**src/rtl/acc_ctrl_pkg.sv**
```systemverilog
// acc_ctrl_pkg: shared types and constants for the accumulator write controller
package acc_ctrl_pkg;
  localparam int NIB_W = 4;
  typedef enum logic [1:0] {ACC_CLEAR, ACC_LOAD_REG, ACC_LOAD_ALU, ACC_LOAD_IMM8} acc_op_t;
  typedef enum logic [1:0] {IDLE, ONE, IMM_A, IMM_B} ctrl_state_t;
endpackage

```
**src/rtl/sat_counter.sv**
```systemverilog
// sat_counter: up-counter that sticks at all-ones
module sat_counter #(
  parameter int CNT_W = 16
) (
  input  logic             clk,
  input  logic             Reset_n,
  input  logic             clear,
  input  logic             inc,
  output logic [CNT_W-1:0] count
);
  // count up on inc, hold once every bit is set
  always_ff @(posedge clk or negedge Reset_n)
    if (!Reset_n) count <= '0;
    else if (clear) count <= '0;
    else if (inc && !(&count)) count <= count + CNT_W'(1);
endmodule

```
**src/rtl/acc_write_ctrl.sv**
```systemverilog
// acc_write_ctrl: sequences accumulator write strobes from a decoder valid/ready stream
module acc_write_ctrl
  import acc_ctrl_pkg::*;
#(
  parameter int W        = 8,
  parameter int HI_FIRST = 0,
  parameter int CNT_W    = 16
) (
  input  logic             clk,
  input  logic             Reset_n,
  input  logic             req_valid,
  input  logic [1:0]       req_op,
  input  logic [W-1:0]     req_imm,
  output logic             req_ready,
  input  logic             Stall,
  output logic             Write_En,
  output logic             From_Reg,
  output logic             From_ALU,
  output logic             From_Imm,
  output logic             Load_Hi,
  output logic [NIB_W-1:0] Imm_out,
  output logic             op_done,
  output logic [CNT_W-1:0] wr_count
);
  ctrl_state_t state_q, state_d, new_st;
  acc_op_t     op_q;
  logic [W-1:0] imm_q;
  logic accept, in_imm, hi_beat;
  // handshake, strobe decode and next state, all from the registered state
  always_comb begin
    req_ready = Reset_n && (state_q == IDLE || ((state_q == ONE || state_q == IMM_B) && !Stall));
    accept    = req_valid && req_ready;
    Write_En  = state_q != IDLE && !Stall;
    in_imm    = state_q == IMM_A || state_q == IMM_B;
    hi_beat   = in_imm && ((state_q == IMM_A) == (HI_FIRST != 0));
    From_Reg  = state_q == ONE && op_q == ACC_LOAD_REG;
    From_ALU  = state_q == ONE && op_q == ACC_LOAD_ALU;
    From_Imm  = in_imm;
    Load_Hi   = hi_beat;
    Imm_out   = !in_imm ? '0 : hi_beat ? imm_q[W-1 -: NIB_W] : imm_q[NIB_W-1:0];
    op_done   = Write_En && (state_q == ONE || state_q == IMM_B);
    new_st    = acc_op_t'(req_op) == ACC_LOAD_IMM8 ? IMM_A : ONE;
    state_d   = state_q == IMM_A ? (Stall ? IMM_A : IMM_B) :
                accept ? new_st :
                (state_q == IDLE || !Stall) ? IDLE : state_q;
  end
  // state register and capture of the accepted request
  always_ff @(posedge clk or negedge Reset_n)
    if (!Reset_n) begin
      state_q <= IDLE;
      op_q    <= ACC_CLEAR;
      imm_q   <= '0;
    end else begin
      state_q <= state_d;
      if (accept) begin
        op_q  <= acc_op_t'(req_op);
        imm_q <= req_imm;
      end
    end
  sat_counter #(.CNT_W(CNT_W)) u_cnt (
    .clk     (clk),
    .Reset_n (Reset_n),
    .clear   (1'b0),
    .inc     (Write_En),
    .count   (wr_count)
  );
  // a request that is held waiting must not change under the controller
  assert property (@(posedge clk) disable iff (!Reset_n)
    (req_valid && !req_ready) |=> (!req_valid || ($stable(req_op) && $stable(req_imm))))
    else $error("request changed while waiting for req_ready");
endmodule
```
**config.mk**
```make
export PLATFORM = sky130hd
export DESIGN_NAME = acc_write_ctrl
export DESIGN_NICKNAME = d
export VERILOG_FILES = /design/src/rtl/acc_ctrl_pkg.sv /design/src/rtl/sat_counter.sv /design/src/rtl/acc_write_ctrl.sv
export SDC_FILE = /design/constraint.sdc
export NUM_CORES = 1
export LEC_CHECK = 0
export ABC_AREA = 1
export ABC_CLOCK_PERIOD_IN_PS = 1390
export BUFFER_PORTS_ARGS = -buffer_cell sky130_fd_sc_hd__buf_2
export CAP_MARGIN = 30
export CORE_MARGIN = 2
export CORE_UTILIZATION = 25
export DETAILED_ROUTE_END_ITERATION = 12
export PLACE_DENSITY = 0.52
export SLEW_MARGIN = 25
export SYNTH_ARGS = -nofsm -noshare
export SYNTH_HDL_FRONTEND = slang
export SYNTH_SLANG_ARGS = --single-unit
```
**constraint.sdc**
```tcl
create_clock -name clk -period 1.39 [get_ports clk]
set_input_delay 0.0695 -clock clk [delete_from_list [all_inputs] [get_ports clk]]
set_output_delay 0.0695 -clock clk [all_outputs]
set_load 0.03 [all_outputs]
```
=== After elaboration in Yosys (flattened, before gate mapping) ===
Index checks and enable logic that the tools add are counted.

* Add/subtract/negate cells: 1
* Equality and inequality tests: 6
* Mux-type cells: 7
* Bitwise operators: 1
* Reduce and logical (&&, ||, !) cells: 19

{| class="wikitable"
|+ Operators by type and width
! operator !! count
|-
| 16-bit by 1-bit adder with 16-bit output (second input constant) || 1
|-
| 16-bit AND reduction || 1
|-
| 1-bit logical AND || 9
|-
| 2-bit == test (second input constant) || 4
|-
| 2-bit 2-to-1 mux || 4
|-
| 4-bit 2-to-1 mux || 2
|-
| 2-bit by 1-bit == test with 1-bit output (second input constant) || 2
|-
| 1-bit logical OR || 4
|-
| 3-bit nonzero test || 1
|-
| 1-bit logical NOT || 2
|-
| 2-bit logical NOT || 1
|-
| 2-bit nonzero test || 1
|-
| 1-bit 2-to-1 mux || 1
|-
| 1-bit NOT || 1
|}

* Register bits: 28
* Output and inout port bits: 27
* Logic and storage cells: 38

=== Logic depth before layout (Yosys ltp) ===
Gate-level depths: netlist of run 1.

* Depth in word-level cells: 8
* Gate-level depth with buffers: 9

=== Modules after synthesis ===
Synthesis of run 1 repeated with hierarchy kept, for this count alone.

* Cells, all modules: 230
* Area total of the unflattened synthesis: 1701.6 µm²

{| class="wikitable"
|+ By module, submodules not included
! module !! times used !! cells each !! area each (µm²) !! seq. area each (µm²)
|-
| sat_counter || 1 || 146 || 1007.2 || 400.4
|-
| acc_write_ctrl || 1 || 84 || 694.4 || 300.3
|}

=== Worst setup path before layout of run 1 ===
Ideal clock, no wire load.

* Path type: register -> register
* Start point: register u_cnt.count[1]
* End point: register u_cnt.count[10]
* Arrival time: 1493 ps
* Data required time: 1324 ps
* Path slack: -168 ps
* Stages on the path, launching flop included: 9
* Cells stage by stage: dfrtp_1 > ha_1 > nand3_2 > nor2_2 > nand2_2 > nand2_4 > buf_6 > nand2_1 > nand2_1

* Cells in the longest elaborated chain, start to end: 3

{| class="wikitable"
|+ Ends and longest elaborated chain
! item !! RTL line !! RTL
|-
| start: declaration || sat_counter.sv:9 || <nowiki>output logic [CNT_W-1:0] count</nowiki>
|-
| start signal: assignment || sat_counter.sv:15 || <nowiki>else if (inc && !(&count)) count <= count + CNT_W'(1);</nowiki>
|-
| parallel branches: the longest is 3 deep, another holds 16-bit by 1-bit adder with 16-bit output || - ||
|}

Parallel ways; which one is timed is not known.
A chain may end at the register's enable or synchronous reset.

=== Worst setup path after layout of run 1 ===
* Start point: register state_q[1]
* End point: output Imm_out[0]

* Cells in the longest elaborated chain, start to end: 5

{| class="wikitable"
|+ Ends and longest elaborated chain
! item !! RTL line !! RTL
|-
| start: declaration || acc_write_ctrl.sv:25 || <nowiki>ctrl_state_t state_q, state_d, new_st;</nowiki>
|-
| start signal: assignment || acc_write_ctrl.sv:54 || <nowiki>state_q <= state_d;</nowiki>
|-
| 2-bit == test (on tied branches) || acc_write_ctrl.sv:34, acc_write_ctrl.sv:35 ||
|-
| 1-bit logical OR or 1-bit NOT (tied branches) || acc_write_ctrl.sv:34, acc_write_ctrl.sv:35 ||
|-
| 1-bit logical AND || acc_write_ctrl.sv:35 || <nowiki>hi_beat = in_imm && ((state_q == IMM_A) == (HI_FIRST != 0));</nowiki>
|-
| 4-bit 2-to-1 mux || acc_write_ctrl.sv:40 || <nowiki>Imm_out = !in_imm ? '0 : hi_beat ? imm_q[W-1 -: NIB_W] : imm_q[NIB_W-1:0];</nowiki>
|-
| 4-bit 2-to-1 mux * || acc_write_ctrl.sv:40 ||
|-
| end: declaration || acc_write_ctrl.sv:21 || <nowiki>output logic [NIB_W-1:0] Imm_out,</nowiki>
|}

Mark *: on every way between the ends. The rest lies on a longest branch, timed or not.

==> results of run 1 <==
==> where the power goes <==
group          internal [W]  switching, W  total, W
combinational      0.000740       0.00105   0.00179
clock              0.000207      0.000271  0.000477
sequential          0.00103      0.000141   0.00117
total               0.00197       0.00146   0.00344
==> critical path, stage by stage, from the launching register on <==
cell and delay (ps):
sky130_fd_sc_hd__dfrtp_1 400, sky130_fd_sc_hd__inv_2 70, sky130_fd_sc_hd__buf_6 110, sky130_fd_sc_hd__nor2_4 40, sky130_fd_sc_hd__buf_6 110, sky130_fd_sc_hd__a22o_1 210
sky130_fd_sc_hd__buf_6 140
==> state kept, by name, indices dropped and copies added (netlist names) <==
name         flops
u_cnt.count     16
op_q             2
state_q          2
imm_q            8
==> layout by cell type (no fill, tap or decap) <==
cell type	instances
sky130_fd_sc_hd__a21oi_4	1
sky130_fd_sc_hd__nand2_1	86
sky130_fd_sc_hd__nand3_4	1
sky130_fd_sc_hd__nand3b_1	1
sky130_fd_sc_hd__xnor2_2	1
sky130_fd_sc_hd__nand2_2	7
sky130_fd_sc_hd__buf_4	32
sky130_fd_sc_hd__buf_12	1
sky130_fd_sc_hd__ha_4	1
sky130_fd_sc_hd__o22ai_1	1
sky130_fd_sc_hd__buf_6	12
sky130_fd_sc_hd__nand4_1	5
sky130_fd_sc_hd__nor3_2	1
sky130_fd_sc_hd__clkbuf_4	1
sky130_fd_sc_hd__dfrtp_1	20
sky130_fd_sc_hd__nor2_4	8
sky130_fd_sc_hd__a21oi_1	1
sky130_fd_sc_hd__dlygate4sd3_1	1
sky130_fd_sc_hd__xnor2_1	7
sky130_fd_sc_hd__nor2_2	7
sky130_fd_sc_hd__nand2_8	3
sky130_fd_sc_hd__clkbuf_1	1
sky130_fd_sc_hd__inv_2	4
sky130_fd_sc_hd__nor2_1	11
sky130_fd_sc_hd__a22o_1	4
sky130_fd_sc_hd__o21ai_1	3
sky130_fd_sc_hd__inv_6	1
sky130_fd_sc_hd__buf_2	32
sky130_fd_sc_hd__o21ai_0	1
sky130_fd_sc_hd__nand3_1	16
sky130_fd_sc_hd__dfrtp_2	8
sky130_fd_sc_hd__clkbuf_8	3
sky130_fd_sc_hd__nand2_4	1
sky130_fd_sc_hd__inv_1	12
==> per-layer routing <==
layer | vias to the layer above | global-route usage | part of all wire
li1 | 838 | - | -
met1 | 779 | 0.163 | 0.45
met2 | 36 | 0.238 | 0.50
met3 | 4 | 0.0328 | 0.045
met4 | 0 | 0.0179 | 0.0044
met5 | - | 0 | 0
==> layout make-up <==
cell class,count,area share
Tap cell,75,0.0385
Timing Repair Buffer,79,0.235
Inverter,17,0.0282
Clock buffer,4,0.0185
Sequential cell,28,0.292
Multi-Input combinational cell,167,0.388
==> metrics by stage <==
step           utilization  cells
3_5_place_dp         0.346    355
4_1_cts              0.376    362
3_3_place_gp         0.346    355
6_report             0.407    370
2_1_floorplan            -    216
5_1_grt              0.407    370
==> what timing repair did <==
item | 4_1_cts | 5_1_grt
hold endpoints to repair | 28 | 0
hold buffers | 1 | 0
gates cloned | 0 | 2
pin swaps | 6 | 12
endpoints found under the setup margin | 20 | 36
buffers inserted | 2 | 6
resized for setup | 32 | 30
==> logic make-up (layout without fill, tap and decap cells) <==
logic type,after synthesis,count (layout),synth area share
AO/OA/AOI/OAI,11,11,0.0456
XOR/XNOR,8,8,0.0448
adder cells (fa/ha/maj),1,1,0.00801
buffers and inverters,23,100,0.0640
flip-flops,28,28,0.448
AND/OR/NAND/NOR,145,147,0.389
==> path summary, 6_finish.rpt <==
check,end,slack (ps),cells after the start
hold reg to reg,imm_q[6],480,2
max in group asynchronous,u_cnt.count[7],710,3
min in group asynchronous,u_cnt.count[2],390,3
hold / removal,imm_q[2],10,3
setup reg to reg,u_cnt.count[12],40,8
setup / recovery,Imm_out[0],-40,6
==> results_tabular.tex, run 1 <==
\begin{tabular}{lr}
\hline
Metric & Value \\
\hline
\multicolumn{2}{l}{\textbf{Run}} \\
Number of max-cap violations & 0 \\
\multicolumn{2}{l}{\textbf{Outcome}} \\
Outcome & finished with violations \\
Violated checks & negative setup slack \\
\multicolumn{2}{l}{\textbf{Drt}} \\
Count of vias placed by the detailed router & 1,657 \\
Number of antenna-violating nets in the routed design & 0 \\
Final routed DRC violation total & 0 \\
1st-iter DRT viols & 120 \\
Initial DRT Pass Iterations & 4 \\
Total wirelength of the detailed-routed design & 4540 µm \\
WL/cell & 12.3 µm \\
Average via count per standard cell & 4.48 \\
\multicolumn{2}{l}{\textbf{Critical path}} \\
Data arrival time at the worst-slack endpoint & 1370 ps \\
Startpoint of the most critical setup path & state\_q[1] \\
Setup CP Type & reg2out \\
Critical R2R Launch & u\_cnt.count[0] \\
Crit Path Max Fanout & 4 \\
Startpoint kind of the worst setup timing path & flip-flop \\
Required time at the endpoint of the critical path & 1320 ps \\
Endpoint kind of the worst setup timing path & output pin \\
\multicolumn{2}{l}{\textbf{Timing}} \\
Post-route worst hold slack & 14.1 ps \\
Final-report setup violation count & 5 \\
Final Hold Violating Endpoints & 0 \\
Min Clock Period, post-route & 1430 ps \\
Share of the cycle needed by the critical path after routing & 1.03 \\
Pins Over Slew Limit & 0 \\
Max Freq & 697 MHz \\
Post-layout worst setup margin & -44.7 ps \\
Unrepaired setup endpoints after global routing & true \\
Worst clock skew & 13.1 ps \\
Worst Max-Slew Pin Slew & 380 ps \\
Final sum of negative setup slack & -158 ps \\
Worst slew margin relative to its limit & 0.746 \\
\multicolumn{2}{l}{\textbf{Floorplan}} \\
Die area & 6900 µm² \\
Number of placement rows & 28 \\
Die outline width & 83.1 µm \\
Starting density of the core & 0.261 \\
IO Count & 41 \\
Vertical die dimension & 83.1 µm \\
Area of the core & 5990 µm² \\
\multicolumn{2}{l}{\textbf{Global routing}} \\
Overall overflow remaining after global route & 0 \\
Wire length of the first global-routing pass & 7660 µm \\
Initial antenna violation count & 0 \\
Overall routing resource usage & 0.132 \\
Largest net degree at the start of global routing & 29 \\
Number of global-route vias before repair & 1,685 \\
\multicolumn{2}{l}{\textbf{Logic synthesis}} \\
Cell type with the highest aggregate area in the netlist & sky130\_fd\_sc\_hd\_\_dfrtp\_1 \\
Number of warnings printed during yosys synthesis & 0 \\
Synth Flop Type & sky130\_fd\_sc\_hd\_\_dfrtp\_1 \\
Main area contributors after synthesis & sky130\_fd\_sc\_hd\_\_dfrtp\_1 45\%, sky130\_fd\_sc\_hd\_\_nand2\_1 22\%, sky130\_fd\_sc\_hd\_\_nor2\_1 5.3\%, sky130\_fd\_sc\_hd\_\_nand3\_1 5.1\%, sky130\_fd\_sc\_hd\_\_xnor2\_1 4.5\% \\
Post-synthesis average cell area & 7.23 µm² \\
Synth cell types & 25 \\
Share of synthesized flip-flops with an asynchronous set or reset & 1.00 \\
Post-synth net total & 231 \\
Share of synthesized area occupied by flip-flops and latches & 0.448 \\
Count of mapped cells out of synthesis & 216 \\
Post-synthesis register bit count & 28 \\
Most numerous cell in the Yosys netlist & sky130\_fd\_sc\_hd\_\_nand2\_1 \\
Number of flops mapped to enable cells by yosys & 0 \\
Synth top area share & 0.448 \\
Cell area after synthesis & 1560 µm² \\
Leading cell types by count after synthesis & 93 x sky130\_fd\_sc\_hd\_\_nand2\_1, 28 x sky130\_fd\_sc\_hd\_\_dfrtp\_1, 22 x sky130\_fd\_sc\_hd\_\_nor2\_1 \\
\multicolumn{2}{l}{\textbf{Cells and area}} \\
Antenna diode instance count & 0 \\
Filler cell count in the final layout & 639 \\
Post-layout instance area & 2440 µm² \\
Combined area of the multi-input logic cells & 945 µm² \\
Layout cells sized above 1 & 0.424 \\
Post-layout net count & 311 \\
Total area of sequential cells & 711 µm² \\
Relative area change from synthesis to final layout & 55.9\% \\
\multicolumn{2}{l}{\textbf{Power}} \\
Tot Pwr & 0.00344 W \\
Standby leakage power & 1.21 nW \\
Maximum VDD drop & 864 µV \\
Power density over cell area & 1410 nW/µm² \\
\multicolumn{2}{l}{\textbf{Clock network}} \\
Clk\_lat worst skew & 290 ps \\
Clock Pin Slew Worst Setup and Hold Paths & 90 ps \\
Clock tree sinks & 28 \\
Clock buffers created by TritonCTS & 3 \\
Root buffer cell & sky130\_fd\_sc\_hd\_\_clkbuf\_8 \\
CTS tree & done \\
H-Tree Level Count & 1 \\
Maximum buffer depth of the clock tree & 2 \\
\multicolumn{2}{l}{\textbf{Worst hold path}} \\
Hold path start & req\_imm[2] \\
Worst min-delay path class & in2reg \\
\multicolumn{2}{l}{\textbf{Placement}} \\
Dpl hpwl & 3120 µm \\
Placed cell area & 2070 µm² \\
Final estimated routing congestion in global placement & 0.791 \\
Setup slack at placement & -346 ps \\
Buffers on Ports & 40 \\
\hline
\end{tabular}
Power figures use the tool's default switching activity.
==> inputs of run 2 (changes only) <==
- CORE_MARGIN: 2 -> 1
==> run 2 against run 1 <==
Against the previous run:
- the run still ends with negative setup slack left
- combinational power fell by 10%
- clock power barely moved
- largest power group unchanged
- sequential power barely moved
==> results_tabular.tex, run 2 (same netlist as run 1, synthesis figures left out) <==
\begin{tabular}{lr}
\hline
Metric & Value \\
\hline
\multicolumn{2}{l}{\textbf{Floorplan}} \\
Vertical die dimension & 81.1 µm (-2.4\%) \\
Area of the core & 5990 µm² (unchanged) \\
Die outline width & 81.1 µm (-2.4\%) \\
Die area & 6570 µm² (-4.8\%) \\
Starting density of the core & 0.261 (unchanged) \\
Number of placement rows & 28 (unchanged) \\
IO Count & 41 (unchanged) \\
\multicolumn{2}{l}{\textbf{Timing}} \\
Worst Max-Slew Pin Slew & 379 ps (-1.40 ps) \\
Share of the cycle needed by the critical path after routing & 1.02 (-0.0167) \\
Worst clock skew & 11.5 ps (-1.65 ps) \\
Post-layout worst setup margin & -21.5 ps (+23.2 ps) \\
Final-report setup violation count & 4 (-1) \\
Max Freq & 708 MHz (+1.6\%) \\
Worst slew margin relative to its limit & 0.747 (+0.000934) \\
Unrepaired setup endpoints after global routing & true \\
Min Clock Period, post-route & 1410 ps (-23.2 ps) \\
Final Hold Violating Endpoints & 0 (unchanged) \\
Pins Over Slew Limit & 0 (unchanged) \\
\multicolumn{2}{l}{\textbf{Global routing}} \\
Largest net degree at the start of global routing & 29 (unchanged) \\
Most heavily used metal layer in global routing & met2 \\
Overall overflow remaining after global route & 0 (unchanged) \\
Wire length of the first global-routing pass & 7110 µm (-7.2\%) \\
Number of global-route vias before repair & 1,582 (-6.1\%) \\
Overall routing resource usage & 0.142 (+0.00935) \\
Met2 layer usage reported by global route & 0.250 (+0.0113) \\
Met1 track demand over resource in global routing & 0.172 (+0.00953) \\
Initial antenna violation count & 0 (unchanged) \\
Global Route met3 Usage & 0.0382 (+0.00540) \\
\multicolumn{2}{l}{\textbf{Placement}} \\
Dpl hpwl & 3090 µm (-1.1\%) \\
Setup slack at placement & -326 ps (+20.3 ps) \\
Buffers on Ports & 40 (unchanged) \\
Final estimated routing congestion in global placement & 0.809 (+2.3\%) \\
\multicolumn{2}{l}{\textbf{Power}} \\
Maximum VDD drop & 775 µV (-10\%) \\
Internal power & 0.00188 W (-4.7\%) \\
NetSw & 0.00139 W (-5.3\%) \\
Power density over cell area & 1400 nW/µm² (-0.76\%) \\
Part of the total power dissipated in combinational logic & 0.493 (-0.028) \\
Standby leakage power & 1.20 nW (-1.2\%) \\
Switching part of the total & 0.424 (-0.00144) \\
Tot Pwr & 0.00327 W (-4.9\%) \\
Clock network fraction of total power & 0.147 (+0.008) \\
Sequential share of power & 0.360 (+0.020) \\
\multicolumn{2}{l}{\textbf{Clock network}} \\
Clock buffers created by TritonCTS & 3 (unchanged) \\
Maximum buffer depth of the clock tree & 2 (unchanged) \\
Root buffer cell & sky130\_fd\_sc\_hd\_\_clkbuf\_8 \\
H-Tree Level Count & 1 (unchanged) \\
Clock Pin Slew Worst Setup and Hold Paths & 100 ps (about the same) \\
Clock tree sinks & 28 (unchanged) \\
Clk\_lat worst skew & 280 ps (about the same) \\
CTS tree & done \\
\multicolumn{2}{l}{\textbf{Cells and area}} \\
Filler cell count in the final layout & 653 (+2.2\%) \\
Most common cell after layout, fill and taps aside & sky130\_fd\_sc\_hd\_\_nand2\_1 \\
Top reg by flops & u\_cnt.count \\
Top library cells by usage in the layout, fill and taps aside & 85 x sky130\_fd\_sc\_hd\_\_nand2\_1, 33 x sky130\_fd\_sc\_hd\_\_buf\_2, 25 x sky130\_fd\_sc\_hd\_\_buf\_4 \\
Largest registers in the final layout & u\_cnt.count: 16 flops, imm\_q: 8 flops \\
Layout cells sized above 1 & 0.413 (-0.0111) \\
Share of the core filled with cells & 0.390 (-0.0171) \\
Post-layout net count & 302 (-2.9\%) \\
Antenna diode instance count & 0 (unchanged) \\
Max reg flops & 16 (unchanged) \\
Relative area change from synthesis to final layout & 49.3\% \\
\multicolumn{2}{l}{\textbf{Outcome}} \\
Outcome & finished with violations \\
Violated checks & negative setup slack \\
\multicolumn{2}{l}{\textbf{Worst hold path}} \\
Hold path start & req\_imm[2] \\
Worst hold endpoint & imm\_q[2] \\
Hold path depth & 3 (unchanged) \\
Worst min-delay path class & in2reg \\
\multicolumn{2}{l}{\textbf{Critical path}} \\
Crit Path Max Fanout & 4 (unchanged) \\
Critical R2R Launch & u\_cnt.count[0] \\
Series of cell instances along the critical path & inv\_2, buf\_6, nor2\_4, buf\_6, a22o\_1, buf\_6 \\
Combined buffer and inverter count along the critical path & 4 (unchanged) \\
Worst path slowest cell & sky130\_fd\_sc\_hd\_\_dfrtp\_1 \\
Endpoint of the most critical register-to-register path & u\_cnt.count[2] \\
Internal reg-to-reg setup slack & 70 ps (+30 ps) \\
Crit path top cell by count & sky130\_fd\_sc\_hd\_\_buf\_6 \\
Largest stage delay, worst path & 400 ps (about the same) \\
Crit path max-delay family & buffers and inverters \\
Setup CP Type & reg2out \\
Startpoint kind of the worst setup timing path & flip-flop \\
Data arrival time at the worst-slack endpoint & 1340 ps (-30 ps) \\
FF-to-FF path depth & 8 (unchanged) \\
Required time at the endpoint of the critical path & 1320 ps (about the same) \\
Endpoint kind of the worst setup timing path & output pin \\
\multicolumn{2}{l}{\textbf{Drt}} \\
Average via count per standard cell & 4.37 (-2.5\%) \\
WL/cell & 11.5 µm (-6.4\%) \\
Total wirelength of the detailed-routed design & 4150 µm (-8.7\%) \\
1st-iter DRT viols & 82 (-32\%) \\
Final routed DRC violation total & 0 (unchanged) \\
Count of vias placed by the detailed router & 1,577 (-4.8\%) \\
Number of antenna-violating nets in the routed design & 0 (unchanged) \\
Initial DRT Pass Iterations & 4 (unchanged) \\
\multicolumn{2}{l}{\textbf{Run}} \\
Number of max-cap violations & 0 (unchanged) \\
\hline
\end{tabular}
## run 2: final cells by class
| class | count | area [µm²] | share of cell area |
|---|---|---|---|
| flip-flops and latches | 28 | 711 | 0.305 |
| multi-input cells | 165 | 908 | 0.389 |
| clock buffers | 4 | 45.0 | 0.0193 |
| well taps | 75 | 93.8 | 0.0402 |
| repair buffers | 72 | 509 | 0.218 |
| inverters | 17 | 66.3 | 0.0284 |
## run 2: power by group through the flow
stage                     sequential [W]  clock (W)  combinational (W)
after floorplan                  0.00132          0           0.000760
after global placement           0.00118          0            0.00137
after detailed placement         0.00118          0            0.00138
after CTS                        0.00117   0.000481            0.00157
after global routing             0.00120   0.000531            0.00178
final                            0.00118   0.000479            0.00161
## run 2: worst max-delay path by stage
stage	start	to	slack [ps]	cells after the start
after detailed placement	u_cnt.count[0]	u_cnt.count[13]	-330	6
after floorplan	u_cnt.count[0]	u_cnt.count[10]	6	8
after global placement	u_cnt.count[0]	u_cnt.count[9]	-300	6
after global routing	state_q[0]	Imm_out[0]	-100	5
final	state_q[1]	Imm_out[2]	-20	6
after CTS	state_q[0]	req_ready	-10	6
## run 2: metrics by stage
step | hold slack, ps | setup TNS [ps] | std cells | instance area, µm²
2_1_floorplan | -226 | 0 | 216 | 1590
3_3_place_gp | 167 | -3200 | 354 | 2060
3_5_place_dp | 167 | -3450 | 354 | 2060
4_1_cts | 13.3 | -26.8 | 360 | 2240
5_1_grt | 22.7 | -533 | 361 | 2330
6_report | 17.5 | -69.7 | 361 | 2330
## run 2: what timing repair did
item,in CTS,in global routing
setup buffers,1,1
endpoints found under the hold margin,28,0
hold buffers,1,0
pin swaps,6,6
resized for setup,32,28
setup endpoints to repair,20,34
## run 2: metal layers
layer / routed length (µm) / up-vias
met5: 0 / -
met4: 25 / 0
met3: 222 / 4
met2: 1970 / 37
met1: 1930 / 719
li1: - / 817
## run 2: worst register-to-register path: stages, from the launching register on
cell,delay (ps)
sky130_fd_sc_hd__dfrtp_2,440
sky130_fd_sc_hd__ha_4,180
sky130_fd_sc_hd__nand3_4,100
sky130_fd_sc_hd__nor2_4,50
sky130_fd_sc_hd__buf_6,110
sky130_fd_sc_hd__nand2_4,90
sky130_fd_sc_hd__nand2_8,110
sky130_fd_sc_hd__nand2_1,70
sky130_fd_sc_hd__o21ai_0,70
